--- src/rtl/cfg_loader_pkg.sv ---
// Shared definitions for the configuration stream loader: widths, the FSM
// state encoding and a helper that computes the last bit index of a burst.
package cfg_loader_pkg;

   localparam int CFG_LEN_W  = 16;
   localparam int CFG_BYTE_W = 8;

   // State encoding kept as plain constants so older code can reuse it.
   typedef logic [2:0] state_t;
   localparam state_t HUNT  = 3'd0;
   localparam state_t LEN_H = 3'd1;
   localparam state_t LEN_L = 3'd2;
   localparam state_t FETCH = 3'd3;
   localparam state_t SHIFT = 3'd4;
   localparam state_t CHECK = 3'd5;
   localparam state_t ERR   = 3'd6;

   // Index of the last bit to shift from the current byte: min(8, rem) - 1.
   // Only called with rem > 0.
   function automatic logic [2:0] last_bit_idx(input logic [CFG_LEN_W-1:0] rem);
      if (rem >= CFG_LEN_W'(8))
         return 3'd7;
      else
         return rem[2:0] - 3'd1;
   endfunction

endpackage

--- src/rtl/cfg_piso.sv ---
// 8-bit parallel-in / serial-out register. The serial output is always the
// current LSB; each shift moves the next bit down into position 0.
module cfg_piso
   import cfg_loader_pkg::*;
(
   input  logic                  CLK,
   input  logic                  RST_N,
   input  logic                  load,
   input  logic                  shift,
   input  logic [CFG_BYTE_W-1:0] pdata,
   output logic                  sdata
);

   logic [CFG_BYTE_W-1:0] sr_reg;

   // Load has priority; a shift fills the top with zero.
   always_ff @(posedge CLK or negedge RST_N) begin
      if (!RST_N)
         sr_reg <= '0;
      else if (load)
         sr_reg <= pdata;
      else if (shift)
         sr_reg <= {1'b0, sr_reg[CFG_BYTE_W-1:1]};
   end

   assign sdata = sr_reg[0];

endmodule

--- src/rtl/cfg_stream_loader.sv ---
// Configuration stream loader: parses SYNC / LEN_HI / LEN_LO / payload / CHK
// frames, shifts the payload LSB-first onto the configuration chain and
// strobes CFG_LATCH only when the length and XOR checksum are both good.
module cfg_stream_loader
   import cfg_loader_pkg::*;
#(
   parameter logic [7:0] SYNC_BYTE = 8'hA5,
   parameter int         MAX_BITS  = 4096
)(
   input  logic       CLK,
   input  logic       RST_N,
   input  logic [7:0] DIN,
   input  logic       DIN_VALID,
   output logic       DIN_READY,
   output logic       CFG_DATA,
   output logic       CFG_SHIFT,
   output logic       CFG_LATCH,
   output logic       DONE,
   output logic       ERROR
);

   localparam logic [CFG_LEN_W-1:0] MAX_LEN = CFG_LEN_W'(MAX_BITS);

   state_t                state_reg;
   logic [CFG_BYTE_W-1:0] len_hi_reg;
   logic [CFG_LEN_W-1:0]  bits_rem_reg;
   logic [2:0]            bit_cnt_reg;
   logic [2:0]            last_idx_reg;
   logic [CFG_BYTE_W-1:0] chk_reg;
   logic                  run_reg;
   logic                  latch_reg;
   logic                  done_reg;
   logic                  error_reg;

   logic                  accept;
   logic                  accepting_state;
   logic [CFG_LEN_W-1:0]  len_full;
   logic                  len_bad;
   logic                  piso_load;
   logic                  piso_shift;
   logic                  piso_bit;

   // run_reg holds DIN_READY low until the first edge after reset release.
   assign accepting_state = (state_reg == HUNT)  || (state_reg == LEN_H) ||
                            (state_reg == LEN_L) || (state_reg == FETCH) ||
                            (state_reg == CHECK);
   assign DIN_READY  = run_reg && accepting_state;
   assign accept     = DIN_VALID && DIN_READY;

   assign len_full   = {len_hi_reg, DIN};
   assign len_bad    = (len_full == '0) || (len_full > MAX_LEN);

   assign piso_load  = accept && (state_reg == FETCH);
   assign piso_shift = (state_reg == SHIFT);

   cfg_piso u_piso (
      .CLK   (CLK),
      .RST_N (RST_N),
      .load  (piso_load),
      .shift (piso_shift),
      .pdata (DIN),
      .sdata (piso_bit)
   );

   // Frame FSM with its length/bit counters, checksum and sticky status flags.
   always_ff @(posedge CLK or negedge RST_N) begin
      if (!RST_N) begin
         state_reg    <= HUNT;
         len_hi_reg   <= '0;
         bits_rem_reg <= '0;
         bit_cnt_reg  <= '0;
         last_idx_reg <= '0;
         chk_reg      <= '0;
         run_reg      <= 1'b0;
         latch_reg    <= 1'b0;
         done_reg     <= 1'b0;
         error_reg    <= 1'b0;
      end else begin
         run_reg   <= 1'b1;
         latch_reg <= 1'b0;
         case (state_reg)
            HUNT: begin
               if (accept && (DIN == SYNC_BYTE)) begin
                  done_reg  <= 1'b0;
                  error_reg <= 1'b0;
                  state_reg <= LEN_H;
               end
            end
            LEN_H: begin
               if (accept) begin
                  len_hi_reg <= DIN;
                  state_reg  <= LEN_L;
               end
            end
            LEN_L: begin
               if (accept) begin
                  if (len_bad) begin
                     error_reg <= 1'b1;
                     state_reg <= ERR;
                  end else begin
                     bits_rem_reg <= len_full;
                     chk_reg      <= '0;
                     state_reg    <= FETCH;
                  end
               end
            end
            FETCH: begin
               if (accept) begin
                  chk_reg      <= chk_reg ^ DIN;
                  bit_cnt_reg  <= '0;
                  last_idx_reg <= last_bit_idx(bits_rem_reg);
                  state_reg    <= SHIFT;
               end
            end
            SHIFT: begin
               if (bits_rem_reg != '0)
                  bits_rem_reg <= bits_rem_reg - CFG_LEN_W'(1);
               bit_cnt_reg <= bit_cnt_reg + 3'd1;
               if (bit_cnt_reg == last_idx_reg)
                  state_reg <= (bits_rem_reg == CFG_LEN_W'(1)) ? CHECK : FETCH;
            end
            CHECK: begin
               if (accept) begin
                  if (DIN == chk_reg) begin
                     latch_reg <= 1'b1;
                     done_reg  <= 1'b1;
                     state_reg <= HUNT;
                  end else begin
                     error_reg <= 1'b1;
                     state_reg <= ERR;
                  end
               end
            end
            ERR: begin
               state_reg <= HUNT;
            end
            default: begin
               state_reg <= HUNT;
            end
         endcase
      end
   end

   assign CFG_SHIFT = (state_reg == SHIFT);
   assign CFG_DATA  = CFG_SHIFT && piso_bit;
   assign CFG_LATCH = latch_reg;
   assign DONE      = done_reg;
   assign ERROR     = error_reg;

endmodule

--- config.mk ---
export PLATFORM = sky130hd
export DESIGN_NAME = cfg_stream_loader
export DESIGN_NICKNAME = d
export VERILOG_FILES = /design/src/rtl/cfg_loader_pkg.sv /design/src/rtl/cfg_piso.sv /design/src/rtl/cfg_stream_loader.sv
export SDC_FILE = /design/constraint.sdc
export NUM_CORES = 1
export LEC_CHECK = 0
export ABC_CLOCK_PERIOD_IN_PS = 4000
export BUFFER_PORTS_ARGS = -buffer_cell sky130_fd_sc_hd__buf_2
export CAP_MARGIN = 20
export CORE_AREA = 5 5 75 77
export DETAILED_ROUTE_END_ITERATION = 8
export DIE_AREA = 0 0 80 82
export PLACE_DENSITY = 0.81
export SLEW_MARGIN = 30
export SYNTH_ARGS = -nofsm -noshare
export SYNTH_HDL_FRONTEND = slang
export SYNTH_SLANG_ARGS = --single-unit
--- constraint.sdc ---
create_clock -name CLK -period 4 [get_ports CLK]
set_clock_uncertainty 0.05 [all_clocks]
set_input_delay 0.4 -clock CLK [delete_from_list [all_inputs] [get_ports CLK]]
set_output_delay 0.4 -clock CLK [all_outputs]
set_load 0.01 [all_outputs]
# After elaboration in Yosys (flattened, before gate mapping)

Index checks and enable logic that the tools add are counted.

Register bits after elaboration: 53
Bits of input ports: 11
Output and inout port bits: 6

$add $sub $neg: 3
Magnitude comparators: 2
Eq/ne operators: 20
Muxes and demuxes: 35
Bitwise logic cells: 1
Reduce and logical (&&, ||, !) cells: 27

Operators with widths:

| cell                  | number |
|---|---|
| $mux 16               | 3 |
| $mux 8                | 5 |
| $mux 3                | 11 |
| $pmux 16 s2           | 1 |
| $pmux 3 s6            | 1 |
| $eq 16x1->1 const B   | 1 |
| $ge 16x4->1 const B   | 1 |
| $gt 16x13->1 const B  | 1 |
| $logic_not 16->1      | 1 |
| $pmux 8 s2            | 1 |
| $reduce_bool 16->1    | 1 |
| $sub 16x1->16 const B | 1 |
| $ne 2x2->1 const B    | 7 |
| $reduce_and 4->1      | 3 |
| $reduce_and 6->1      | 2 |
| $mux 1                | 10 |
| $reduce_bool 2->1     | 5 |
| $eq 8x8->1            | 1 |
| $eq 8x8->1 const B    | 1 |
| $ne 2x1->1 const B    | 4 |
| $xor 8x8->8           | 1 |
| $eq 3x2->1 const B    | 2 |
| $eq 3x3->1 const B    | 2 |
| $pmux 3 s2            | 1 |
| 11 further kinds      | 21 |

# Logic depth before layout (Yosys ltp)

Gate-level depths: netlist of run 1.

Word-level depth: 10
Gate-level depth with buffers: 9
Mapped depth without buffers: 8

# By module

From an unflattened synthesis of run 1, not the netlist that was laid out.

Cell total of the unflattened synthesis: 321
Area total of the unflattened synthesis: 2919.0 um^2

By module, submodules not included:

| module            | times used | cells each | area an instance (um^2) | sequential area each (um^2) |
|---|---|---|---|---|
| cfg_stream_loader | 1          | 287        | 2549.9                  | 1126.1 |
| cfg_piso          | 1          | 34         | 369.1                   | 200.2 |

# Least setup slack after synthesis of run 1

No wires, ideal clock.

Kind: input port to flip-flop
Start: in DIN[5]
End: reg bits_rem_reg[5]
Setup time: 121 ps
Arrival: 1811 ps
Slack: 2018 ps
Stages on the path: 7
Path buffers: 1
Cells stage by stage: buf_2 -> nor4_4 -> and3_1 -> nor3_2 -> o31ai_4 -> o21ba_1 -> o22a_1

Longest elaborated chain between the ends: 4
Elaborated cells on any way between the ends: 8
Classes of those cells: order compare: 1; eq/ne: 1; mux: 3; reduce/logical: 3

Ends and longest elaborated chain:

| item                                                    | RTL line                 | text |
|---|---|---|
| start: declaration                                      | cfg_stream_loader.sv:12  | `input logic [7:0] DIN,` |
| $gt 16x13->1 / $logic_not 16->1 (equally long branches) | cfg_stream_loader.sv:51  | `assign len_bad = (len_full == '0) \|\| (len_full > MAX_LEN);` |
| $logic_or 1x1->1                                        | cfg_stream_loader.sv:51  |  |
| $ne 2x2->1 (no source line)                             | -                        |  |
| $reduce_and 4->1 (no source line)                       | -                        |  |
| end signal: assignment                                  | cfg_stream_loader.sv:101 | `bits_rem_reg <= len_full;` |
| end signal: assignment                                  | cfg_stream_loader.sv:117 | `bits_rem_reg <= bits_rem_reg - CFG_LEN_W'(1);` |
| end: declaration                                        | cfg_stream_loader.sv:26  | `logic [CFG_LEN_W-1:0] bits_rem_reg;` |

Parallel ways exist; a longest one is shown, timed or not. The select of a mux whose other input is x is not followed.
A chain may end at the register's enable or synchronous reset.

# Final worst setup path of run 1

Start: reg state_reg[2]
End: out CFG_DATA

Longest elaborated chain between the ends: 2

Ends and longest elaborated chain:

| item                     | RTL line                 | text |
|---|---|---|
| start: declaration       | cfg_stream_loader.sv:24  | `state_t state_reg;` |
| start signal: assignment | cfg_stream_loader.sv:120 | `state_reg <= (bits_rem_reg == CFG_LEN_W'(1)) ? CHECK : FETCH;` |
| $eq 3x3->1               | cfg_stream_loader.sv:144 | `assign CFG_SHIFT = (state_reg == SHIFT);` |
| $logic_and 1x1->1        | cfg_stream_loader.sv:145 | `assign CFG_DATA = CFG_SHIFT && piso_bit;` |
| end: declaration         | cfg_stream_loader.sv:15  | `output logic CFG_DATA,` |

Every way passes these cells.

==> results of run 1 <==
-- layer usage --
layer	up-vias	GRT usage (%)	part of all wire [%]
met1	1214	30.3	42
li1	1220	-	-
met4	0	9.12	2.8
met3	19	3.95	6.9
met2	111	38.5	48
met5	-	0	0
-- worst max-delay path: cells and delay by family (launching register included) --
family	cells	cell delay [ns]
flops	1	0.48
simple gates	3	0.41
buf+inv	4	0.87
-- cell type report --
type | count | area share [%]
clock buffer | 7 | 2.69
inverter | 6 | 0.703
multi-input combinational | 261 | 48.7
sequential | 53 | 41.4
tap | 70 | 2.73
timing repair buffer | 21 | 3.79
-- Yosys cell counts (6+ instances only) --
library cell  number  area, um^2
mux2_2             7        78.8
nand3_1            7        35.0
clkbuf_1           8        30.0
nor4_1             8        50.1
xor2_1             9        78.8
nand3b_1           7        52.6
a31oi_1           12        75.1
nor3_1             7        35.0
o22a_1             7        61.3
inv_1              6        22.5
o21ai_1           13        65.1
nor2_1            54         203
a21oi_1           17        85.1
nand2_1           40         150
o21ai_0           21         105
buf_2              7        35.0
dfrtp_1           53        1330
-- worst min path at each step --
stage / startpoint / endpoint / cells after the start
floorplan: RST_N / CFG_LATCH / 0
global placement: u_piso.sr_reg[7] / u_piso.sr_reg[7] / 1
detailed placement: bits_rem_reg[11] / bits_rem_reg[11] / 2
CTS: RST_N / bit_cnt_reg[1] / 2
global route: RST_N / DONE / 2
finish: RST_N / bit_cnt_reg[1] / 2
-- placed cells by master (no fill, tap or decap), types with 7 or more instances in the layout --
cell / instances
nand3b_1: 7
mux2_2: 7
nand2_1: 40
nor3_1: 7
a31oi_1: 12
a21oi_1: 17
buf_2: 16
nor2_1: 54
dfrtp_1: 53
o21ai_1: 13
o21ai_0: 21
nand3_1: 7
xor2_1: 9
nor4_1: 8
o22a_1: 7
-- per-stage QoR --
| stage | total power (W) | hold WS [ns] | setup slack (ns) | util (%) | std cells |
|---|---|---|---|---|---|
| after detailed placement | 0.00186 | 0.439 | 1.43 | 62.9 | 410 |
| after global placement | 0.00182 | 0.439 | 1.47 | 62.9 | 410 |
| after global routing | 0.00236 | 0.208 | 1.30 | 64.8 | 418 |
| final | 0.00218 | 0.138 | 1.47 | 64.8 | 418 |
| after floorplan | 0.00164 | 0.0544 | 2.02 | - | 339 |
| after CTS | 0.00217 | 0.181 | 1.51 | 64.6 | 417 |
-- report_power, final --
group | leakage [nW] | internal (W) | switching, W
sequential | 0.666 | 0.000745 | 0.000249
combinational | 0.645 | 0.000379 | 0.000500
clock | 0.0443 | 0.000138 | 0.000169
-- kinds of logic (layout without fill, tap and decap cells) --
group,Yosys count,count (layout),share of synthesized area [%]
AND/OR/NAND/NOR,152,152,26.4
flip-flops,53,53,44.1
multiplexers,8,8,2.95
buffers and inverters,25,34,4.07
other,1,1,0.125
AO/OA/AOI/OAI,83,83,16.9
XOR/XNOR,13,13,3.78
adder cells (fa/ha/maj),4,4,1.66
==> metrics, run 1 <==
Setup Total Neg Slack=0 ns; Initial DRT Pass Iterations=5; CP endpoint=CFG_DATA; crit end category=primary output; DP Area=3110 um^2; area added between synthesis and finish=6.48%; hold buffer count at CTS=0; FF-to-FF path depth=7; fraction of registers with async set/reset=100%; setup repair after global routing missed its margin=no; port bufs=16; crit share post-route=63.2%; maximum resistive drop on vdd=0.322 mV; net count reported at finish=363; drt wl/cell=16.3 um; critical path, cell by cell=inv_1 -> nor2_1 -> buf_4 -> nand2_1 -> inv_1 -> and2_1 -> buf_2; dominant register cell in the synthesized netlist=dfrtp_1; flop2flop setup slack=1.73 ns; storage element area=1330 um^2; type of the worst setup path=reg2out; number of distinct library cells after synthesis=48; routed wire length=6820 um; clock period minus worst slack=2.53 ns; wire length of the first global-routing pass=11600 um; synthesis-stage register bit count=53; count of flip-flops with a built-in enable after synthesis=0; via/cell ratio=6.13; routability congestion estimate from global placement=0.891; Chip Width=80 um; CP max stage cell=dfrtp_1; per-instance average area after synthesis=8.88 um^2; CTS buffer count=5; required time of the critical path=3.55 ns; portion of the post-synthesis area used by sequential elements=44.1%; max_slew headroom=37.9%; global-route congestion overflow total=0; launching element of the worst setup path=state_reg[2]; die area=6560 um^2; flip-flop count of the largest register, all copies and words added=16; clock-pin slew reported for the worst setup and hold paths after clock tree synthesis=0.09 ns; Bufs on Longest Clock Path=2; Antenna diodes=0; arrival time at the worst endpoint=2.08 ns; crit start category=flip-flop; CP max FO=16; Final HPWL DP=4790 um; Hold Path Class=in2async; row count=26; Setup Fix Bufs, Post-CTS=0; root cell of the clock tree=clkbuf_8; number of global-route vias before repair=2400; leak pwr=1.36 nW; Total Routing Usage GR=23.2%; Critical R2R Capture=bits_rem_reg[5]; transition time of the tightest slew-check pin=0.923 ns; height of the die=82 um; final count of negative-setup-slack endpoints=0; Final Instance Area=3210 um^2; cell area after synthesis=3010 um^2; number of gates resized after CTS=0; status=finished, final reports clean; Starting Density=60.9%; multi-input combinational cell area=1560 um^2; DRC errors left=0; area of the core region=4940 um^2; count of vias placed by the detailed router=2564; Power Density=680 nW/um^2; fraction of layout instances using a drive strength above 1=12.4%; number of max-cap violations=0; final-report max-slew violation count=0; gate count after technology mapping=339; Critical Path Most Common Cell=inv_1; TritonCTS clock tree=done; Slowest Stage Delay on Critical Path=0.48 ns; number of sinks on the clock net=53; initial antenna violation count=0; H-Tree Depth=2; maximum number of pins on one net before global-route repair=54; total count of hold-check failures in the final report=0; Reg-to-Reg Start=state_reg[2]; total of warnings raised by yosys=0; count of boundary I/O pins=17; Post-DRT Antenna Nets=0; post-synthesis net count=354; iteration-0 DRC count of the detailed router=266; Max Freq=395 MHz; Filler cells=421; clk_lat worst skew=0.31 ns
Note: power is estimated with default switching activity, not from simulation.
==> inputs of run 2 (changes only) <==
--- a/config.mk
+++ b/config.mk
@@ -5,13 +5,13 @@
 export SDC_FILE = /design/constraint.sdc
 export NUM_CORES = 1
 export LEC_CHECK = 0
-export ABC_CLOCK_PERIOD_IN_PS = 4000
+export ABC_CLOCK_PERIOD_IN_PS = 2200
 export BUFFER_PORTS_ARGS = -buffer_cell sky130_fd_sc_hd__buf_2
 export CAP_MARGIN = 20
-export CORE_AREA = 5 5 75 77
+export CORE_AREA = 5 5 80 82
 export DETAILED_ROUTE_END_ITERATION = 8
-export DIE_AREA = 0 0 80 82
-export PLACE_DENSITY = 0.81
+export DIE_AREA = 0 0 85 87
+export PLACE_DENSITY = 0.75
 export SLEW_MARGIN = 30
 export SYNTH_ARGS = -nofsm -noshare
 export SYNTH_HDL_FRONTEND = slang
==> constraint.sdc (replaced) <==
create_clock -name CLK -period 2.2 [get_ports CLK]
set_clock_uncertainty 0.05 [all_clocks]
set_input_delay 0.22 -clock CLK [delete_from_list [all_inputs] [get_ports CLK]]
set_output_delay 0.22 -clock CLK [all_outputs]
set_load 0.01 [all_outputs]
==> metrics, run 2 (synthesized netlist as in run 1, its figures left out) <==
Internal Dissipation=0.00242 W (was 0.00126 W); clk_lat worst skew=0.31 ns (about the same); number of sinks on the clock net=53 (unchanged); Reg power frac=42.4% (was 45.6%); count of boundary I/O pins=17 (unchanged); type of the worst setup path=reg2reg (was reg2out); Final HPWL DP=5550 um (was 4790 um); Max Freq=475 MHz; clock power share=12.4% (was 14.1%); H-Tree Depth=2 (unchanged); switching fraction of total power=41.4% (was 42.1%); fraction of layout instances using a drive strength above 1=20.0% (was 12.4%); height of the die=87 um (was 82 um); Total Routing Usage GR=21.7% (was 23.2%); status=finished, final reports clean (unchanged); final-report max-slew violation count=0 (unchanged); iteration-0 DRC count of the detailed router=263 (was 266); Initial DRT Pass Iterations=5 (unchanged); routed wire length=7440 um (was 6820 um); Chip Width=85 um (was 80 um); wire length of the first global-routing pass=12600 um (was 11600 um); area added between synthesis and finish=14.0% (was 6.48%); Post-DRT Antenna Nets=0 (unchanged); number of global-route vias before repair=2540 (was 2400); crit end category=flip-flop (was primary output); switching power summed over all nets=0.00171 W (was 0.000918 W); via/cell ratio=5.86 (was 6.13); DRC errors left=0 (unchanged); arrival time at the worst endpoint=2.25 ns (was 2.08 ns); total count of hold-check failures in the final report=0 (unchanged); Finished Core Util=60.5% (was 64.8%); maximum resistive drop on vdd=0.499 mV (was 0.322 mV); combinational share of power=45.2% (was 40.3%); number of max-cap violations=0 (unchanged); root cell of the clock tree=clkbuf_8 (unchanged); flip-flop count of the largest register, all copies and words added=16 (unchanged); Hold Path Class=in2async (unchanged); Starting Density=53.0% (was 60.9%); worst hold slack across all endpoints=0.292 ns (was 0.138 ns); CTS buffer count=5 (unchanged); transition time of the tightest slew-check pin=0.586 ns (was 0.923 ns); crit share post-route=95.7%; maximum number of pins on one net before global-route repair=22 (was 54); row count=28 (was 26); TritonCTS clock tree=done (unchanged); setup repair after global routing missed its margin=yes (was no); Bufs on Longest Clock Path=2 (unchanged); count of vias placed by the detailed router=2639 (was 2564); routability congestion estimate from global placement=0.919 (was 0.891); drt wl/cell=16.5 um (was 16.3 um); area of the core region=5680 um^2 (was 4940 um^2); CP max FO=10 (was 16); port bufs=16 (unchanged); final count of negative-setup-slack endpoints=0 (unchanged); crit start category=flip-flop (unchanged); net count reported at finish=391 (was 363); leading cell types in the layout, fill and taps excluded=53 x dfrtp_1, 53 x nor2_1, 40 x nand2_1 (was 54 x nor2_1, 53 x dfrtp_1, 40 x nand2_1); Antenna diodes=0 (unchanged); required time of the critical path=2.34 ns (was 3.55 ns); die area=7400 um^2 (was 6560 um^2); initial antenna violation count=0 (unchanged); Power Density=1210 nW/um^2 (was 680 nW/um^2); clock-pin slew reported for the worst setup and hold paths after clock tree synthesis=0.09 ns (about the same); global-route congestion overflow total=0 (unchanged); max_slew headroom=60.5% (was 37.9%); clock period minus worst slack=2.10 ns; leak pwr=1.48 nW (was 1.36 nW)
-- run 2: path summary, 6_finish.rpt --
kind                            slack, ns                to              from  cells past startpoint
worst max-delay path                  0.1   bits_rem_reg[6]      state_reg[2]                      7
max in group asynchronous            1.20  bits_rem_reg[12]             RST_N                      3
worst min-delay path                 0.29  u_piso.sr_reg[1]             RST_N                      2
worst min register to register       0.46  bits_rem_reg[11]  bits_rem_reg[11]                      2
min in group CLK                     0.29     len_hi_reg[4]            DIN[4]                      4
worst max register to register        0.1   bits_rem_reg[6]      state_reg[2]                      7
-- run 2: routing by layer --
metal	track usage [%]	wire, um	share of wire [%]	vias to the layer above
li1	-	-	-	1270
met1	30.1	3380	45	1281
met2	34.7	3550	48	76
met3	3.78	408	5.5	12
met4	7.19	109	1.5	0
met5	0	0	0	-
-- run 2: worst max-delay path: stages (launching register included) --
cell	delay [ns]
dfrtp_1	0.41
nand4b_1	0.24
or4_4	0.46
nor3b_2	0.24
o31ai_4	0.16
buf_4	0.19
o21ai_0	0.16
o21ai_1	0.08
-- run 2: power by group through the flow --
stage               logic, W  registers (W)  clock network, W
floorplan            0.00132        0.00166                 0
global placement     0.00174        0.00175                 0
detailed placement   0.00180        0.00176                 0
CTS                  0.00181        0.00175          0.000528
global route         0.00210        0.00182          0.000568
finish               0.00187        0.00175          0.000514
-- run 2: what timing repair did --
item / 4_1_cts / 5_1_grt
endpoints found under the setup margin: 2 / 15
hold buffers: 1 / 0
pin swaps: 0 / 1
buffers inserted: 0 / 2
hold endpoints to repair: 16 / 0
resized for setup: 2 / 5
-- run 2: final cells by class --
type / count / area, um^2
clock buffer: 5 / 68.8
clock inverter: 1 / 5.00
inverter: 6 / 25.0
sequential: 53 / 1330
multi-input combinational: 261 / 1580
tap: 75 / 93.8
timing repair buffer: 49 / 330
fill: 525 / 2240
-- run 2: stage by stage --
stage          cells  worst slack [ns]  area (um^2)   TNS, ns  total power, W
2_1_floorplan    339             0.274         3010         0         0.00299
3_3_place_gp     441             0.132         3310         0         0.00348
3_5_place_dp     441            0.0549         3310         0         0.00356
4_1_cts          448            0.0536         3400         0         0.00409
5_1_grt          450          -0.00258         3430  -0.00258         0.00449
6_report         450            0.0956         3430         0         0.00414
